$ cat config.mk
export PLATFORM = sky130hd
export DESIGN_NAME = spatz_retire_unit
export DESIGN_NICKNAME = d
export VERILOG_FILES = /design/src/rtl/spatz_retire_unit_pkg.sv /design/src/rtl/spatz_retire_unit_fifo.sv /design/src/rtl/spatz_retire_unit.sv
export SDC_FILE = /design/constraint.sdc
export NUM_CORES = 1
export LEC_CHECK = 0
export ABC_AREA = 1
export CAP_MARGIN = 25
export CORE_MARGIN = 1.5
export CORE_UTILIZATION = 45
export DETAILED_ROUTE_END_ITERATION = 12
export PLACE_DENSITY = 0.83
export RECOVER_POWER = 50
export SYNTH_ARGS = -nofsm -noshare
export SYNTH_HDL_FRONTEND = slang
export SYNTH_HIERARCHICAL = 1
export SYNTH_SLANG_ARGS = --single-unit
$ cat constraint.sdc
create_clock -name clk_i -period 3.3 [get_ports clk_i]
set_input_delay 0.825 -clock clk_i [delete_from_list [all_inputs] [get_ports clk_i]]
set_output_delay 0.825 -clock clk_i [all_outputs]
set_load 0.02 [all_outputs]
$ cat src/rtl/spatz_retire_unit_pkg.sv
// Shared types for the Spatz retire unit: instruction IDs, unit encoding,
// per-unit response records and the scalar writeback record.
package spatz_retire_unit_pkg;

  localparam int unsigned NrParallelInstructions = 4;
  localparam int unsigned NrWbCredits            = 2;
  localparam int unsigned GPRWidth               = 5;
  localparam int unsigned ELEN                   = 32;

  typedef logic [ELEN-1:0] elen_t;
  typedef logic [$clog2(NrParallelInstructions)-1:0] spatz_id_t;

  // CON is the controller itself and never owns an in-flight ID
  typedef enum logic [1:0] {
    CON = 2'd0,
    VFU = 2'd1,
    LSU = 2'd2,
    SLD = 2'd3
  } ex_unit_e;

  typedef struct packed {
    spatz_id_t           id;
    elen_t               result;
    logic [GPRWidth-1:0] rd;
    logic                wb;
  } vfu_rsp_t;

  typedef struct packed {
    spatz_id_t id;
    logic      exc;
  } vlsu_rsp_t;

  typedef struct packed {
    spatz_id_t id;
  } vsldu_rsp_t;

  typedef struct packed {
    logic [GPRWidth-1:0] rd;
    elen_t               data;
  } spatz_wb_t;

endpackage

$ cat src/rtl/spatz_retire_unit_fifo.sv
// Registered (non fall-through) FIFO holding scalar writebacks until the
// core accepts them. Data pushed in cycle N is visible at the head in N+1.
module spatz_retire_unit_fifo #(
  parameter int unsigned DEPTH = 2,
  parameter type         dtype = logic
) (
  input  logic                         clk_i,
  input  logic                         rst_ni,
  input  logic                         push_i,
  input  dtype                         data_i,
  input  logic                         pop_i,
  output dtype                         data_o,
  output logic                         full_o,
  output logic                         empty_o,
  output logic [$clog2(DEPTH+1)-1:0]   usage_o
);

  localparam int unsigned AW = (DEPTH > 1) ? $clog2(DEPTH) : 1;
  localparam int unsigned CW = $clog2(DEPTH+1);

  dtype            mem_q [DEPTH];
  logic [AW-1:0]   wptr_q, rptr_q;
  logic [CW-1:0]   cnt_q;
  logic            push_eff, pop_eff;

  assign full_o   = (cnt_q == CW'(DEPTH));
  assign empty_o  = (cnt_q == '0);
  assign usage_o  = cnt_q;
  assign data_o   = mem_q[rptr_q];
  assign push_eff = push_i && !full_o;
  assign pop_eff  = pop_i && !empty_o;

  // pointer and occupancy bookkeeping
  always_ff @(posedge clk_i or negedge rst_ni) begin
    if (!rst_ni) begin
      wptr_q <= '0;
      rptr_q <= '0;
      cnt_q  <= '0;
    end else begin
      if (push_eff) wptr_q <= (wptr_q == AW'(DEPTH-1)) ? '0 : wptr_q + AW'(1);
      if (pop_eff)  rptr_q <= (rptr_q == AW'(DEPTH-1)) ? '0 : rptr_q + AW'(1);
      cnt_q <= cnt_q + CW'(push_eff) - CW'(pop_eff);
    end
  end

  // storage needs no reset: an entry is only read after it was written
  always_ff @(posedge clk_i) begin
    if (push_eff) mem_q[wptr_q] <= data_i;
  end

endmodule

$ cat src/rtl/spatz_retire_unit.sv
// Completion side of the Spatz issue/response protocol: hands out instruction
// IDs, frees them on unit responses, reserves writeback buffer space at issue
// and buffers VFU scalar results for the core.
module spatz_retire_unit
  import spatz_retire_unit_pkg::*;
#(
  parameter int unsigned NrIds       = NrParallelInstructions,
  parameter int unsigned WbFifoDepth = NrWbCredits
) (
  input  logic             clk_i,
  input  logic             rst_ni,
  input  logic             issue_valid_i,
  output logic             issue_ready_o,
  input  ex_unit_e         issue_ex_unit_i,
  input  logic             issue_use_rd_i,
  output spatz_id_t        issue_id_o,
  input  logic             vfu_rsp_valid_i,
  output logic             vfu_rsp_ready_o,
  input  vfu_rsp_t         vfu_rsp_i,
  input  logic             vlsu_rsp_valid_i,
  input  vlsu_rsp_t        vlsu_rsp_i,
  input  logic             vsldu_rsp_valid_i,
  input  vsldu_rsp_t       vsldu_rsp_i,
  output logic             wb_valid_o,
  input  logic             wb_ready_i,
  output spatz_wb_t        wb_o,
  output logic             exc_valid_o,
  output spatz_id_t        exc_id_o,
  output logic [NrIds-1:0] id_busy_o,
  output logic             idle_o
);

  localparam int unsigned CrW = $clog2(WbFifoDepth+1);

  logic [NrIds-1:0] busy_q, busy_d;
  logic [NrIds-1:0] use_rd_q;
  ex_unit_e         unit_q [NrIds];
  logic [CrW-1:0]   credits_q;

  logic      any_free;
  spatz_id_t free_id;
  logic      issue_fire;
  logic      cr_take, cr_pop, cr_ret;

  logic      fifo_push, fifo_full, fifo_empty;
  spatz_wb_t fifo_din;
  logic [$clog2(WbFifoDepth+1)-1:0] fifo_usage;

  logic      exc_valid_q;
  spatz_id_t exc_id_q;

  // lowest free ID, scanning down so the smallest index wins
  always_comb begin
    free_id  = '0;
    any_free = 1'b0;
    for (int i = NrIds-1; i >= 0; i--) begin
      if (!busy_q[i]) begin
        free_id  = spatz_id_t'(i);
        any_free = 1'b1;
      end
    end
  end

  // a writeback-producing instruction also needs a buffer credit
  assign issue_ready_o   = any_free && (!issue_use_rd_i || (credits_q != '0));
  assign issue_id_o      = free_id;
  assign issue_fire      = issue_valid_i && issue_ready_o;
  assign vfu_rsp_ready_o = 1'b1;

  // retires clear, then the new allocation sets; they never hit the same ID
  always_comb begin
    busy_d = busy_q;
    if (vfu_rsp_valid_i)   busy_d[vfu_rsp_i.id]   = 1'b0;
    if (vlsu_rsp_valid_i)  busy_d[vlsu_rsp_i.id]  = 1'b0;
    if (vsldu_rsp_valid_i) busy_d[vsldu_rsp_i.id] = 1'b0;
    if (issue_fire)        busy_d[free_id]        = 1'b1;
  end

  // per-ID ownership tracking
  always_ff @(posedge clk_i or negedge rst_ni) begin
    if (!rst_ni) begin
      busy_q   <= '0;
      use_rd_q <= '0;
      for (int i = 0; i < NrIds; i++) unit_q[i] <= CON;
    end else begin
      busy_q <= busy_d;
      if (issue_fire) begin
        unit_q[free_id]   <= issue_ex_unit_i;
        use_rd_q[free_id] <= issue_use_rd_i;
      end
    end
  end

  // credit flow: taken at issue, returned on pop or on a VFU retire without wb
  assign cr_take = issue_fire && issue_use_rd_i;
  assign cr_pop  = wb_valid_o && wb_ready_i;
  assign cr_ret  = vfu_rsp_valid_i && !vfu_rsp_i.wb && use_rd_q[vfu_rsp_i.id];

  // credit counter
  always_ff @(posedge clk_i or negedge rst_ni) begin
    if (!rst_ni) credits_q <= CrW'(WbFifoDepth);
    else         credits_q <= credits_q + CrW'(cr_pop) + CrW'(cr_ret) - CrW'(cr_take);
  end

  assign fifo_push = vfu_rsp_valid_i && vfu_rsp_i.wb;
  assign fifo_din  = '{rd: vfu_rsp_i.rd, data: vfu_rsp_i.result};

  spatz_retire_unit_fifo #(
    .DEPTH (WbFifoDepth),
    .dtype (spatz_wb_t)
  ) i_wb_fifo (
    .clk_i   (clk_i),
    .rst_ni  (rst_ni),
    .push_i  (fifo_push),
    .data_i  (fifo_din),
    .pop_i   (cr_pop),
    .data_o  (wb_o),
    .full_o  (fifo_full),
    .empty_o (fifo_empty),
    .usage_o (fifo_usage)
  );

  assign wb_valid_o = !fifo_empty;

  // single-cycle exception report, one cycle after the VLSU response
  always_ff @(posedge clk_i or negedge rst_ni) begin
    if (!rst_ni) begin
      exc_valid_q <= 1'b0;
      exc_id_q    <= '0;
    end else begin
      exc_valid_q <= vlsu_rsp_valid_i && vlsu_rsp_i.exc;
      if (vlsu_rsp_valid_i && vlsu_rsp_i.exc) exc_id_q <= vlsu_rsp_i.id;
    end
  end

  assign exc_valid_o = exc_valid_q;
  assign exc_id_o    = exc_id_q;
  assign id_busy_o   = busy_q;
  assign idle_o      = ~|busy_q && fifo_empty;

  // protocol violations from the controller or the units; no recovery is attempted
  a_vfu_busy:   assert property (@(posedge clk_i) disable iff (!rst_ni)
                  vfu_rsp_valid_i |-> busy_q[vfu_rsp_i.id]);
  a_vlsu_busy:  assert property (@(posedge clk_i) disable iff (!rst_ni)
                  vlsu_rsp_valid_i |-> busy_q[vlsu_rsp_i.id]);
  a_vsldu_busy: assert property (@(posedge clk_i) disable iff (!rst_ni)
                  vsldu_rsp_valid_i |-> busy_q[vsldu_rsp_i.id]);
  a_vfu_unit:   assert property (@(posedge clk_i) disable iff (!rst_ni)
                  vfu_rsp_valid_i |-> unit_q[vfu_rsp_i.id] == VFU);
  a_vlsu_unit:  assert property (@(posedge clk_i) disable iff (!rst_ni)
                  vlsu_rsp_valid_i |-> unit_q[vlsu_rsp_i.id] == LSU);
  a_vsldu_unit: assert property (@(posedge clk_i) disable iff (!rst_ni)
                  vsldu_rsp_valid_i |-> unit_q[vsldu_rsp_i.id] == SLD);
  a_dup_fl:     assert property (@(posedge clk_i) disable iff (!rst_ni)
                  (vfu_rsp_valid_i && vlsu_rsp_valid_i) |-> vfu_rsp_i.id != vlsu_rsp_i.id);
  a_dup_fs:     assert property (@(posedge clk_i) disable iff (!rst_ni)
                  (vfu_rsp_valid_i && vsldu_rsp_valid_i) |-> vfu_rsp_i.id != vsldu_rsp_i.id);
  a_dup_ls:     assert property (@(posedge clk_i) disable iff (!rst_ni)
                  (vlsu_rsp_valid_i && vsldu_rsp_valid_i) |-> vlsu_rsp_i.id != vsldu_rsp_i.id);
  a_issue_con:  assert property (@(posedge clk_i) disable iff (!rst_ni)
                  issue_valid_i |-> issue_ex_unit_i != CON);
  a_wb_no_rd:   assert property (@(posedge clk_i) disable iff (!rst_ni)
                  (vfu_rsp_valid_i && vfu_rsp_i.wb) |-> use_rd_q[vfu_rsp_i.id]);
  a_push_full:  assert property (@(posedge clk_i) disable iff (!rst_ni)
                  fifo_push |-> !fifo_full || cr_pop);

endmodule
==> results of run 1 <==
## final cells by class
cell class                      count  area, um2
Clock buffer                        9        124
Clock inverter                      7       75.1
Fill cell                         620       2880
Inverter                           28        105
Multi-Input combinational cell    202        880
Sequential cell                    91       2650
Tap cell                          102        128
Timing Repair Buffer              105       1050
## through the flow
stage	total power [mW]	instances
global placement	3.20	528
floorplan	2.53	330
detailed placement	3.24	528
CTS	3.98	544
global route	4.16	544
finish	3.92	544
## flip-flops by register name, indices dropped and copies added (netlist names)
register and cells:
i_wb_fifo/mem_q 74, id_busy_o 4, use_rd_q 4, credits_q 2, exc_id_o 2, i_wb_fifo/usage_o 2
exc_valid_o 1, i_wb_fifo/rptr_q 1, i_wb_fifo/wptr_q 1
## path summary, 6_finish.rpt
kind / endpoint
max: issue_ready_o
min: i_wb_fifo/wptr_q$_DFFE_PN0N_
max reg2reg: i_wb_fifo/mem_q[1][17]$_DFFE_PP_
min reg2reg: i_wb_fifo/wptr_q$_DFFE_PN0N_
max in group asynchronous: i_wb_fifo/wptr_q$_DFFE_PN0N_
min in group asynchronous: use_rd_q[3]$_DFFE_PN0P_
## power groups by stage
stage	logic, mW	clock network [mW]	registers, mW
finish	1.62	0.743	1.55
global placement	1.62	0	1.57
global route	1.77	0.816	1.57
CTS	1.67	0.763	1.55
floorplan	0.939	0	1.59
detailed placement	1.66	0	1.57
## metal layers
| layer | share of wire (%) | track usage (%) | vias up |
|---|---|---|---|
| li1 | - | - | 1301 |
| met3 | 7.8 | 5.26 | 11 |
| met4 | 1.5 | 6.59 | 0 |
| met2 | 47 | 28.0 | 104 |
| met5 | 0 | 0 | - |
| met1 | 43 | 20.9 | 1219 |
## worst max-delay path: stages
cell and delay, ps:
clkdlybuf4s50_1 490, nand2_1 170, nand2_1 70, inv_1 70, clkdlybuf4s50_1 600
## layout by cell type, fill, tap and decap left out, drive strengths merged
cell	count
nand3	16
nor4	1
nor2	9
nand2	147
ha	3
clkinv	1
dfstp	1
xnor2	2
a31oi	1
clkinvlp	3
conb	1
or2	1
inv	30
a21oi	3
nand4	5
buf	3
dlygate4sd3	41
clkdlybuf4s50	60
o21ai	10
nor3	2
clkbuf	10
dfrtp	16
bufinv	1
edfxtp	74
fa	1
==> flow_metrics.env, run 1 <==
export IMPL_worstHoldStart="i_wb_fifo/wptr_q$_DFFE_PN0N_"
export IMPL_cp_max_fo=5
export IMPL_drt_first_pass_iters=4
export IMPL_dr_total_vias=2635
export IMPL_clk_latency_ps=350
export IMPL_area_growth_pct=34.5
export IMPL_post_cts_buffers=0
export IMPL_status="complete, no violations"
export IMPL_min_path_cells=2
export IMPL_leakagePower_nw=2.09
export IMPL_cts_buffers=9
export IMPL_worst_slack_ps=261
export IMPL_final_antenna_net_count=0
export IMPL_seqPwrFrac_pct=39.7
export IMPL_drc=0
export IMPL_cts_buffer_depth=2
export IMPL_ctsHtreeMaxLevel=3
export IMPL_maxCapViolCount=0
export IMPL_nets=496
export IMPL_intPower_mw=2.49
export IMPL_grt_max_degree=39
export IMPL_setup_tns_ps=0
export IMPL_fin_crit_ps=3040
export IMPL_synth_cells=330
export IMPL_cts_resized=0
export IMPL_finalHoldViolCount=0
export IMPL_arrival_ps=2210
export IMPL_hold_buffers=0
export IMPL_core_area_um2=7890
export IMPL_p_sw_mw=1.43
export IMPL_design_area_um2=5010
export IMPL_antenna_found_initial=0
export IMPL_power_frac_comb_pct=41.4
export IMPL_diodes=0
export IMPL_rrSetupSlack_ps=1330
export IMPL_viasPerCell=4.84
export IMPL_initial_core_util_pct=47.2
export IMPL_grt_ovfl_total=0
export IMPL_root_buffer="clkbuf_8"
export IMPL_critPathLaunchType="input port"
export IMPL_die_x_um=94.0
export IMPL_post_route_util_pct=63.5
export IMPL_hold_class="reg -> reg"
export IMPL_worstSetupPathType="in -> out"
export IMPL_rsz0062_at_grt="no"
export IMPL_wl_per_cell_um=13.6
export IMPL_gr_usage_all_layers_pct=17.0
export IMPL_max_freq_mhz=329
export IMPL_grt_pass1_vias=2478
export IMPL_rows=32
export IMPL_slew_headroom_pct=30.9
export IMPL_irDropWorstVdd_v=0.000474
export IMPL_slew_violations=0
export IMPL_syn_nets=389
export IMPL_swShare_pct=36.4
export IMPL_p_clk_share_pct=19.0
export IMPL_finalSetupViolCount=0
export IMPL_crit_required_ps=2470
export IMPL_postPlaceCellArea_um2=4830
export IMPL_yosys_warnings=6
export IMPL_clk_pin_slew_ps=80
export IMPL_fp_dieH_um=94.0
export IMPL_dieArea_um2=8830
export IMPL_reg2reg_from="i_wb_fifo/usage_o[1]$_DFF_PN0_"
export IMPL_portBuffers=101
export IMPL_clkSinkCount=91
export IMPL_cts_tree="built"
export IMPL_syn_area_um2=3720
export IMPL_dp_hpwl_um=5100
export IMPL_layout_drive_gt1_share_pct=5.43
export IMPL_crit_start="issue_use_rd_i"
export IMPL_routed_wl_um=7380
export IMPL_hold_worst_slack_ps=477
export IMPL_syn_avg_cell_area_um2=11.3
export IMPL_place_ws_ps=241
export IMPL_skew_ps=12.6
export IMPL_grt_pass1_wl_um=11200
export IMPL_place_gp_congestion=0.886
export IMPL_ios=105
export IMPL_cp_end_kind="output pin"
export IMPL_fin_crit_sh_pct=92.1
export IMPL_dr_first_iter_drc_count=111
export IMPL_powerDensity_nw_per_um2=782
export IMPL_worst_slew_pin_slew_ps=1030
export IMPL_r2r_cells=4
Power figures use the tool's default switching activity.
==> run 2, diff against run 1 <==
--- a/config.mk
+++ b/config.mk
@@ -6,7 +6,6 @@
 export NUM_CORES = 1
 export LEC_CHECK = 0
 export ABC_AREA = 1
-export CAP_MARGIN = 25
 export CORE_MARGIN = 1.5
 export CORE_UTILIZATION = 45
 export DETAILED_ROUTE_END_ITERATION = 12
==> results of run 2 <==
The final DEF is identical to that of run 1; final timing and power are the same.
==> run 3, diff against run 2 <==
--- a/config.mk
+++ b/config.mk
@@ -6,6 +6,7 @@
 export NUM_CORES = 1
 export LEC_CHECK = 0
 export ABC_AREA = 1
+export CAP_MARGIN = 40
 export CORE_MARGIN = 1.5
 export CORE_UTILIZATION = 45
 export DETAILED_ROUTE_END_ITERATION = 12
==> results of run 3 <==
The final DEF is identical to that of run 1; final timing and power are the same.
